`src/rtl/load_store_unit_pkg.sv`:
```
// rtl/load_store_unit_pkg.sv - shared funct3/state types and legality helper for the load/store unit
package load_store_unit_pkg;

    typedef enum logic [2:0] {
        LB  = 3'b000,
        LH  = 3'b001,
        LW  = 3'b010,
        LBU = 3'b100,
        LHU = 3'b101
    } lsu_funct3_e;

    // Stores share the size encoding of the signed loads.
    localparam lsu_funct3_e SB = LB;
    localparam lsu_funct3_e SH = LH;
    localparam lsu_funct3_e SW = LW;

    typedef enum logic [1:0] {
        ST_IDLE = 2'b00,
        ST_BUS  = 2'b01,
        ST_RESP = 2'b10
    } lsu_state_e;

    // True when funct3 names an access this unit can perform.
    function automatic logic funct3_legal(input logic is_write, input logic [2:0] f3);
        if (is_write) begin
            return (f3 == SB) || (f3 == SH) || (f3 == SW);
        end
        return (f3 == LB) || (f3 == LH) || (f3 == LW) || (f3 == LBU) || (f3 == LHU);
    endfunction

endpackage

```
`src/rtl/lsu_lane_align.sv`:
```
// rtl/lsu_lane_align.sv - store lane replication/strobes, load extraction and alignment check
module lsu_lane_align
    import load_store_unit_pkg::*;
(
    input  logic [2:0]  funct3,
    input  logic [1:0]  addr_lo,
    input  logic [31:0] wdata,
    input  logic [31:0] rdata,
    output logic [31:0] bus_wdata,
    output logic [3:0]  bus_wstrb,
    output logic [31:0] load_ext_data,
    output logic        misaligned
);

    logic [7:0]  byte_sel;
    logic [15:0] half_sel;

    // Store formatting and alignment depend only on the access size in funct3[1:0].
    always_comb begin
        bus_wdata  = wdata;
        bus_wstrb  = 4'b1111;
        misaligned = 1'b0;
        case (funct3[1:0])
            2'b00: begin
                bus_wdata = {4{wdata[7:0]}};
                bus_wstrb = 4'b0001 << addr_lo;
            end
            2'b01: begin
                bus_wdata  = {2{wdata[15:0]}};
                bus_wstrb  = addr_lo[1] ? 4'b1100 : 4'b0011;
                misaligned = addr_lo[0];
            end
            default: begin
                misaligned = (addr_lo != 2'b00);
            end
        endcase
    end

    // Pick the addressed byte/halfword and extend it according to signedness.
    always_comb begin
        case (addr_lo)
            2'b00:   byte_sel = rdata[7:0];
            2'b01:   byte_sel = rdata[15:8];
            2'b10:   byte_sel = rdata[23:16];
            default: byte_sel = rdata[31:24];
        endcase
        half_sel = addr_lo[1] ? rdata[31:16] : rdata[15:0];
        case (funct3)
            LB:      load_ext_data = {{24{byte_sel[7]}}, byte_sel};
            LH:      load_ext_data = {{16{half_sel[15]}}, half_sel};
            LW:      load_ext_data = rdata;
            LBU:     load_ext_data = {24'd0, byte_sel};
            LHU:     load_ext_data = {16'd0, half_sel};
            default: load_ext_data = 32'd0;
        endcase
    end

endmodule

```
`src/rtl/load_store_unit.sv`:
```
// rtl/load_store_unit.sv - single-outstanding load/store unit on a valid/ready bus (optional LSU_TIMEOUT_EN)
module load_store_unit
    import load_store_unit_pkg::*;
#(
    parameter int TIMEOUT_CYCLES = 16
) (
    input  logic        clk,
    input  logic        reset,
    input  logic        req_valid,
    output logic        req_ready,
    input  logic        req_write,
    input  logic [2:0]  req_funct3,
    input  logic [31:0] req_addr,
    input  logic [31:0] req_wdata,
    output logic        rsp_valid,
    output logic [31:0] rsp_rdata,
    output logic        rsp_error,
    output logic        bus_valid,
    input  logic        bus_ready,
    output logic        bus_we,
    output logic [31:0] bus_addr,
    output logic [31:0] bus_wdata,
    output logic [3:0]  bus_wstrb,
    input  logic [31:0] bus_rdata,
    input  logic        bus_err
);

    lsu_state_e  state;
    logic [2:0]  lat_funct3;
    logic [1:0]  lat_addr_lo;
    logic        lat_write;
    logic [2:0]  sel_funct3;
    logic [1:0]  sel_addr_lo;
    logic [31:0] fmt_wdata;
    logic [3:0]  fmt_wstrb;
    logic [31:0] load_ext;
    logic        misaligned;
    logic        req_bad;
    logic        timeout_hit;

    assign req_ready = (state == ST_IDLE);

    // The aligner sees the live request while idle and the latched one afterwards.
    assign sel_funct3  = (state == ST_IDLE) ? req_funct3    : lat_funct3;
    assign sel_addr_lo = (state == ST_IDLE) ? req_addr[1:0] : lat_addr_lo;
    assign req_bad     = misaligned || !funct3_legal(req_write, req_funct3);

    lsu_lane_align u_lane_align (
        .funct3        (sel_funct3),
        .addr_lo       (sel_addr_lo),
        .wdata         (req_wdata),
        .rdata         (bus_rdata),
        .bus_wdata     (fmt_wdata),
        .bus_wstrb     (fmt_wstrb),
        .load_ext_data (load_ext),
        .misaligned    (misaligned)
    );

`ifdef LSU_TIMEOUT_EN
    localparam int CNT_W = $clog2(TIMEOUT_CYCLES + 1);
    logic [CNT_W-1:0] wait_cnt;

    // Count bus wait cycles; held at zero outside BUS so every transaction starts fresh.
    always_ff @(posedge clk) begin
        if (reset || state != ST_BUS) begin
            wait_cnt <= '0;
        end else if (!bus_ready) begin
            wait_cnt <= wait_cnt + 1'b1;
        end
    end

    assign timeout_hit = !bus_ready && (wait_cnt == CNT_W'(TIMEOUT_CYCLES - 1));
`else
    assign timeout_hit = 1'b0;
`endif

    // Transaction FSM: accept and check, drive the bus, then pulse the response.
    always_ff @(posedge clk) begin
        if (reset) begin
            state       <= ST_IDLE;
            lat_funct3  <= 3'd0;
            lat_addr_lo <= 2'd0;
            lat_write   <= 1'b0;
            rsp_valid   <= 1'b0;
            rsp_rdata   <= 32'd0;
            rsp_error   <= 1'b0;
            bus_valid   <= 1'b0;
            bus_we      <= 1'b0;
            bus_addr    <= 32'd0;
            bus_wdata   <= 32'd0;
            bus_wstrb   <= 4'd0;
        end else begin
            case (state)
                ST_IDLE: begin
                    if (req_valid) begin
                        lat_funct3  <= req_funct3;
                        lat_addr_lo <= req_addr[1:0];
                        lat_write   <= req_write;
                        if (req_bad) begin
                            rsp_valid <= 1'b1;
                            rsp_error <= 1'b1;
                            rsp_rdata <= 32'd0;
                            state     <= ST_RESP;
                        end else begin
                            bus_valid <= 1'b1;
                            bus_we    <= req_write;
                            bus_addr  <= {req_addr[31:2], 2'b00};
                            bus_wdata <= req_write ? fmt_wdata : 32'd0;
                            bus_wstrb <= req_write ? fmt_wstrb : 4'd0;
                            state     <= ST_BUS;
                        end
                    end
                end
                ST_BUS: begin
                    if (bus_ready || timeout_hit) begin
                        bus_valid <= 1'b0;
                        bus_we    <= 1'b0;
                        bus_addr  <= 32'd0;
                        bus_wdata <= 32'd0;
                        bus_wstrb <= 4'd0;
                        rsp_valid <= 1'b1;
                        rsp_error <= !bus_ready || bus_err;
                        rsp_rdata <= (!bus_ready || bus_err || lat_write) ? 32'd0 : load_ext;
                        state     <= ST_RESP;
                    end
                end
                default: begin
                    rsp_valid <= 1'b0;
                    rsp_error <= 1'b0;
                    rsp_rdata <= 32'd0;
                    state     <= ST_IDLE;
                end
            endcase
        end
    end

endmodule

```
`config.mk`:
```
export PLATFORM = sky130hd
export DESIGN_NAME = load_store_unit
export DESIGN_NICKNAME = d
export VERILOG_FILES = /design/src/rtl/load_store_unit_pkg.sv /design/src/rtl/lsu_lane_align.sv /design/src/rtl/load_store_unit.sv
export SDC_FILE = /design/constraint.sdc
export NUM_CORES = 1
export LEC_CHECK = 0
export CAP_MARGIN = 20
export CORE_UTILIZATION = 63
export DETAILED_ROUTE_END_ITERATION = 10
export DONT_BUFFER_PORTS = 1
export PLACE_DENSITY = 0.76
export SYNTH_ARGS = -nofsm -noshare
export SYNTH_HDL_FRONTEND = slang
export SYNTH_SLANG_ARGS = --single-unit
```
`constraint.sdc`:
```
create_clock -name clk -period 2.7 [get_ports clk]
set_input_delay 0.27 -clock clk [delete_from_list [all_inputs] [get_ports clk]]
set_output_delay 0.27 -clock clk [all_outputs]
set_load 0.01 [all_outputs]
```
Word-level counts from Yosys, hierarchy flattened
Cells that the tools add are included.
{ "word_totals": {"reg_bits": 112, "inputBits": 105, "out_inout_bits": 105} }
{ "op_classes": {"n_eq_ne": 16, "shifts": 1, "mux": 47, "reduce_logical": 20} }
{ "op_table": {"columns": ["operator", "count"], "rows": [
  ["two-way mux 32 bit", 10],
  ["case mux 32 bit (2 select lines)", 4],
  ["case mux 32 bit (5 select lines)", 1],
  ["case mux 8 bit (3 select lines)", 1],
  ["two-way mux 4 bit", 5],
  ["two-way mux 16 bit", 1],
  ["case mux 4 bit (2 select lines)", 2],
  ["equality test 3 bit, second input constant", 4],
  ["two-way mux 1 bit", 12],
  ["case mux 1 bit (2 select lines)", 5],
  ["two-way mux 2 bit", 4],
  ["logical OR 1 bit", 7],
  ["equality test 2 x 1 -> 1 bit, second input constant", 3],
  ["equality test 3 x 1 -> 1 bit, second input constant", 2],
  ["equality test 3 x 2 -> 1 bit, second input constant", 2],
  ["logical NOT 2 bit", 3],
  ["logical NOT 3 bit", 2],
  ["!= test 2 bit, second input constant", 3],
  ["case mux 2 bit (2 select lines)", 1],
  ["AND reduction 2 bit", 2],
  ["AND reduction 4 bit", 1],
  ["nonzero test 2 bit", 2],
  ["<< shifter 1 x 2 -> 4 bit, first input constant", 1],
  ["two-way mux 3 bit", 1],
  ["other kinds (4)", 5]
]} }

Longest topological paths before layout
{ "depth": {"ltp_word": 11, "ltp_mapped": 9, "depth_no_buf": 6} }

By module
From an unflattened synthesis, not the netlist that was laid out.
{ "hier_totals": {"cells_unflattened": 463, "area_unflattened_um2": 4840.9} }
{ "by_module_without_submodules": {"columns": ["mod", "n_inst", "cells_per_inst", "area_per_inst_um2", "seq_area_each_um2"], "rows": [
  ["load_store_unit", 1, 278, 3572.2, 2202.1],
  ["lsu_lane_align", 1, 185, 1268.7, 0.0]
]} }

Worst setup path after synthesis
OpenSTA, ideal clock, no wires.
{ "synth_path": {"kind": "flip-flop to flip-flop", "start": "register state[1]", "end": "register rsp_rdata[5]", "arrival_time_ps": 2015, "setup_slack_ps": 563, "stages_incl_launch_ff": 9, "period_less_slack_ps": 2137, "path_cell_list": "dfxtp_1 or2_0 buf_4 inv_4 mux2i_4 o22ai_2 buf_2 a22o_1 a221o_1"} }
{ "synth_between": {"elab_chain_cells": 8} }
{ "synth_rtl": {"columns": ["element", "line_no", "source"], "rows": [
  ["from (decl)", "load_store_unit.sv:28", "lsu_state_e state;"],
  ["from (signal assigned)", "load_store_unit.sv:80", "state <= ST_IDLE;"],
  ["from (signal assigned)", "load_store_unit.sv:103", "state <= ST_RESP;"],
  ["from (signal assigned)", "load_store_unit.sv:110", "state <= ST_BUS;"],
  ["logical NOT 2 bit *", null, null],
  ["named net req_ready", "load_store_unit.sv:10", "output logic req_ready,"],
  ["two-way mux 2 bit", "load_store_unit.sv:45", "assign sel_addr_lo = (state == ST_IDLE) ? req_addr[1:0] : lat_addr_lo;"],
  ["equality test 2 bit (tied with other cells)", "lsu_lane_align.sv:41", "case (addr_lo)"],
  ["case mux 8 bit (3 select lines)", "lsu_lane_align.sv:41", null],
  ["case mux 32 bit (5 select lines)", "lsu_lane_align.sv:48", "case (funct3)"],
  ["two-way mux 32 bit", "load_store_unit.sv:123", "rsp_rdata <= (!bus_ready || bus_err || lat_write) ? 32'd0 : load_ext;"],
  ["two-way mux 32 bit", "load_store_unit.sv:115", "if (bus_ready || timeout_hit) begin"],
  ["case mux 32 bit (2 select lines)", "load_store_unit.sv:93", "case (state)"],
  ["to (signal assigned)", "load_store_unit.sv:123", null],
  ["to (decl)", "load_store_unit.sv:16", "output logic [31:0] rsp_rdata,"]
]} }
The timed path passes the listed nets; every way through them passes the cells marked *. The select of a mux whose other input is x is not followed.
A chain may end at the register's enable or synchronous reset.

Worst setup path in the final report
{ "layout_path": {"start": "register state[1]", "end": "register bus_wstrb[1]"} }
{ "layout_between": {"elab_chain_cells": 8} }
{ "layout_rtl": {"columns": ["element", "line_no", "source"], "rows": [
  ["logical NOT 2 bit", "load_store_unit.sv:44, load_store_unit.sv:45, load_store_unit.sv:93", null],
  ["two-way mux 3 bit / two-way mux 2 bit (equally long branches)", "load_store_unit.sv:44, load_store_unit.sv:45", null],
  ["equality test 2 x 1 -> 1 bit (tied with other cells)", "lsu_lane_align.sv:23", "case (funct3[1:0])"],
  ["case mux 4 bit (2 select lines)", "lsu_lane_align.sv:23", null],
  ["two-way mux 4 bit", "load_store_unit.sv:109", "bus_wstrb <= req_write ? fmt_wstrb : 4'd0;"],
  ["two-way mux 4 bit", "load_store_unit.sv:99", "if (req_bad) begin"],
  ["two-way mux 4 bit", "load_store_unit.sv:95", "if (req_valid) begin"],
  ["case mux 4 bit (2 select lines)", "load_store_unit.sv:93", null],
  ["to (signal assigned)", "load_store_unit.sv:109", null],
  ["to (decl)", "load_store_unit.sv:23", "output logic [3:0] bus_wstrb,"]
]} }
Several ways; a longest one is shown, not always the timed one. The select of a mux whose other input is x is not followed.

==> impl_metrics.py <==
metrics = {
    "outcome": {
        "status": "completed",
    },
    "pwr": {
        "peakVddDrop_mv": 0.4816,
        "p_per_area_nw_per_um2": 689.1,
        "leakagePower_uw": 0.001925,
    },
    "synth": {
        "synth-edff-count": 0,
        "avgSynthCellArea_sq_um": 9.089,
        "synth_seq_area_share_pct": 44.70,
        "ys_ff_latch": 110,
        "ys.flop_type": "dfxtp_1",
        "synth_cell_types": 57,
        "syn_inst": 542,
        "netlist_area_sq_um": 4926,
        "ys_warn_count": 0,
        "async_flop_share_pct": 0,
    },
    "drt": {
        "wl_mm": 12.89,
        "antenna_left": 0,
        "routedWlPerCell_um": 20.30,
        "drcViolationCount": 0,
        "vias": 4199,
        "viasPerCell": 6.613,
        "drt_pass1_iterations": 5,
        "drt_iter0_drc": 179,
    },
    "sta": {
        "tightest_slew_ps": 938.5,
        "rsz0062_at_grt": "false",
        "min_period_ps": 2515,
        "layout_setup_ws_ps": 185.3,
        "max_slew_margin_pct": 37.43,
        "final-hold-violation-count": 0,
        "tns_ps": 0,
        "clock.fmax_mhz": 397.7,
        "finClkSkew_ps": 8.946,
        "maxSlewViolCount": 0,
        "hold_slack_ps": 26.58,
        "period_share_pct": 93.14,
        "setup_viol": 0,
    },
    "cts": {
        "htreeDepth": 3,
        "clk_pin_slew_worst_paths_ps": 100,
        "cts_sinks": 110,
        "cts_inserted_buffers": 9,
        "root_buffer": "clkbuf_8",
        "cts_tree": "yes",
        "cts_setup_buffers": 0,
        "cts_buffer_depth": 2,
        "clk_latency_ps": 370,
    },
    "finish": {
        "syn_to_final_growth_pct": 6.274,
        "n_antenna_cell": 0,
        "drive_above_1_share_pct": 11.19,
        "fin_util_pct": 70.66,
        "instances_no_fill": 635,
        "nets": 636,
    },
    "critical_path": {
        "path_class": "reg -> reg",
        "critPathRequiredTime_ps": 3010,
        "cp_cell_sequence": "buf_4 -> o21ai_2 -> o2111ai_4 -> a311o_2 -> buf_4 -> nor3_4 -> buf_6 -> a32o_1",
        "crit_buf_inv": 3,
        "critPathTopFamily": "compound AO/OA/AOI/OAI gates",
        "slowest_delay_ps": 430,
        "r2r_cells": 8,
        "cp_data_arrival_time_ps": 2820,
        "slowest_stage": "a311o_2",
        "worst_setup_path_start_kind": "register",
        "cp.depth": 8,
        "cp-end-kind": "register",
        "crit_path_max_fanout": 50,
        "crit_path_frequent_cell": "buf_4",
    },
    "floorplan": {
        "pin_count": 210,
        "die_area_sq_um": 8177,
        "die_w_um": 90.43,
        "die_h_um": 90.43,
        "core-area_sq_um": 7408,
        "start_util_pct": 66.49,
        "num_rows": 31,
    },
    "place": {
        "routabilityCongestion": 0.9111,
        "place_inst": 617,
        "place_ws_ps": 78.99,
        "dp_hpwl_mm": 9.207,
        "io_buffers": 0,
    },
    "worst_hold_path": {
        "worstHoldPathCells": 1,
        "holdCritPathClass": "in -> reg",
    },
    "global_routing": {
        "grt_pass1_wl_mm": 19.82,
        "grt_max_degree": 51,
        "antenna_found_initial": 0,
        "grt.overflow.total": 0,
        "grt_pass1_vias": 4037,
        "grt_usage_pct": 30.20,
    },
    "flow_run": {
        "maxCapViolations": 0,
    },
}
==> cell type report <==
class,count,area (sq um)
repair buffers,21,176.4
clock buffers,10,127.6
inverters,12,47.55
multi-input cells,377,2457
flip-flops and latches,110,2202
well taps,99,123.9
fillers,618,2173
clock inverters,6,100.1
==> per-stage QoR <==
stage / power [uW] / cell area [sq um]
2_1_floorplan: 2378 / 4930
3_3_place_gp: 2483 / 4961
3_5_place_dp: 2502 / 4961
5_1_grt: 3764 / 5235
6_report: 3608 / 5235
4_1_cts: 3618 / 5209
==> per-layer routing <==
metal / track usage (%) / share of wire, % / vias to the layer above
met2: 51.97 / 49 / 221
met1: 34.44 / 38 / 1962
li1: - / - / 1986
met5: 0 / 0 / -
met4: 11.69 / 2.8 / 0
met3: 10.27 / 10 / 30
==> cell usage in the layout, fill, tap and decap left out, types with 7 or more instances in the layout <==
master     instances
a21oi_1           32
a2111oi_0         16
nor2_1            74
clkbuf_8           9
a22oi_1           38
nand2_1           49
a221o_1            7
o211ai_1           9
a211oi_1          10
o21ai_0           10
inv_1             11
o21ai_1           11
o22ai_1            8
a22o_1            32
or3_1              8
mux2i_1           13
buf_4             18
dfxtp_1          110
a211o_1            8
==> worst reg2reg max path, cell delays in order (launching register included) <==
cell,delay [ps]
dfxtp_1,410
buf_4,210
o21ai_2,260
o2111ai_4,230
a311o_2,430
buf_4,270
nor3_4,220
buf_6,250
a32o_1,200
==> sequential cells by signal, summed over array words and instances (netlist names) <==
register,cells
bus_addr,30
rsp_valid,1
bus_wdata,32
lat_addr_lo,2
bus_we,1
rsp_rdata,32
state,2
lat_funct3,3
bus_wstrb,4
rsp_error,1
lat_write,1
bus_valid,1
==> worst paths after layout <==
check	startpoint	endpoint	slack, ps
max	state[1]	bus_wstrb[1]	190
min	req_wdata[0]	bus_wdata[0]	30
max reg2reg	state[1]	bus_wstrb[1]	190
min reg2reg	rsp_rdata[26]	rsp_rdata[26]	500
==> cell usage after synthesis, types with 2 or more instances <==
cell type | instances | area share [%]
dfxtp_1 | 110 | 45
nor2_1 | 74 | 5.6
nand2_1 | 49 | 3.7
a22oi_1 | 38 | 5.8
a21oi_1 | 32 | 3.3
a22o_1 | 32 | 5.7
clkbuf_1 | 19 | 1.4
a2111oi_0 | 17 | 3.0
mux2i_1 | 13 | 2.6
a211oi_1 | 11 | 1.7
inv_1 | 11 | 0.84
o21ai_1 | 11 | 1.1
buf_2 | 10 | 1.0
o21ai_0 | 10 | 1.0
o211ai_1 | 9 | 1.4
a211o_1 | 8 | 1.4
buf_6 | 8 | 1.8
o22ai_1 | 8 | 1.0
or3_1 | 8 | 1.0
a221o_1 | 7 | 1.4
buf_4 | 7 | 1.1
a32o_1 | 4 | 0.81
mux2_2 | 3 | 0.69
nand2b_1 | 3 | 0.38
nand3_1 | 3 | 0.30
or2_2 | 3 | 0.38
a21o_1 | 2 | 0.30
nor2_2 | 2 | 0.25
nor3_1 | 2 | 0.20
==> cell families (layout without fill, tap and decap cells) <==
group	count (synthesis)	count (layout)	share of synthesized area (%)
AOI/OAI and AO/OA	201	201	30.66
muxes	17	17	3.784
buffers and inverters	56	49	6.325
DFF	110	110	44.70
other	1	2	0.07613
and+or+nand+nor	157	157	14.45
==> timing repair <==
action | CTS | global route
hold buffers | 1 | 1
resized for setup | 0 | 4
endpoints found under the setup margin | 0 | 28
hold endpoints to repair | 47 | 1
==> power by group <==
| group | leakage [uW] | internal, uW | switching [uW] |
|---|---|---|---|
| Clock | 0.000115 | 543 | 573 |
| Combinational | 0.000918 | 265 | 423 |
| Sequential | 0.000892 | 1700 | 98.9 |
| Total | 0.00192 | 2510 | 1100 |
Note: power is estimated with default switching activity, not from simulation.
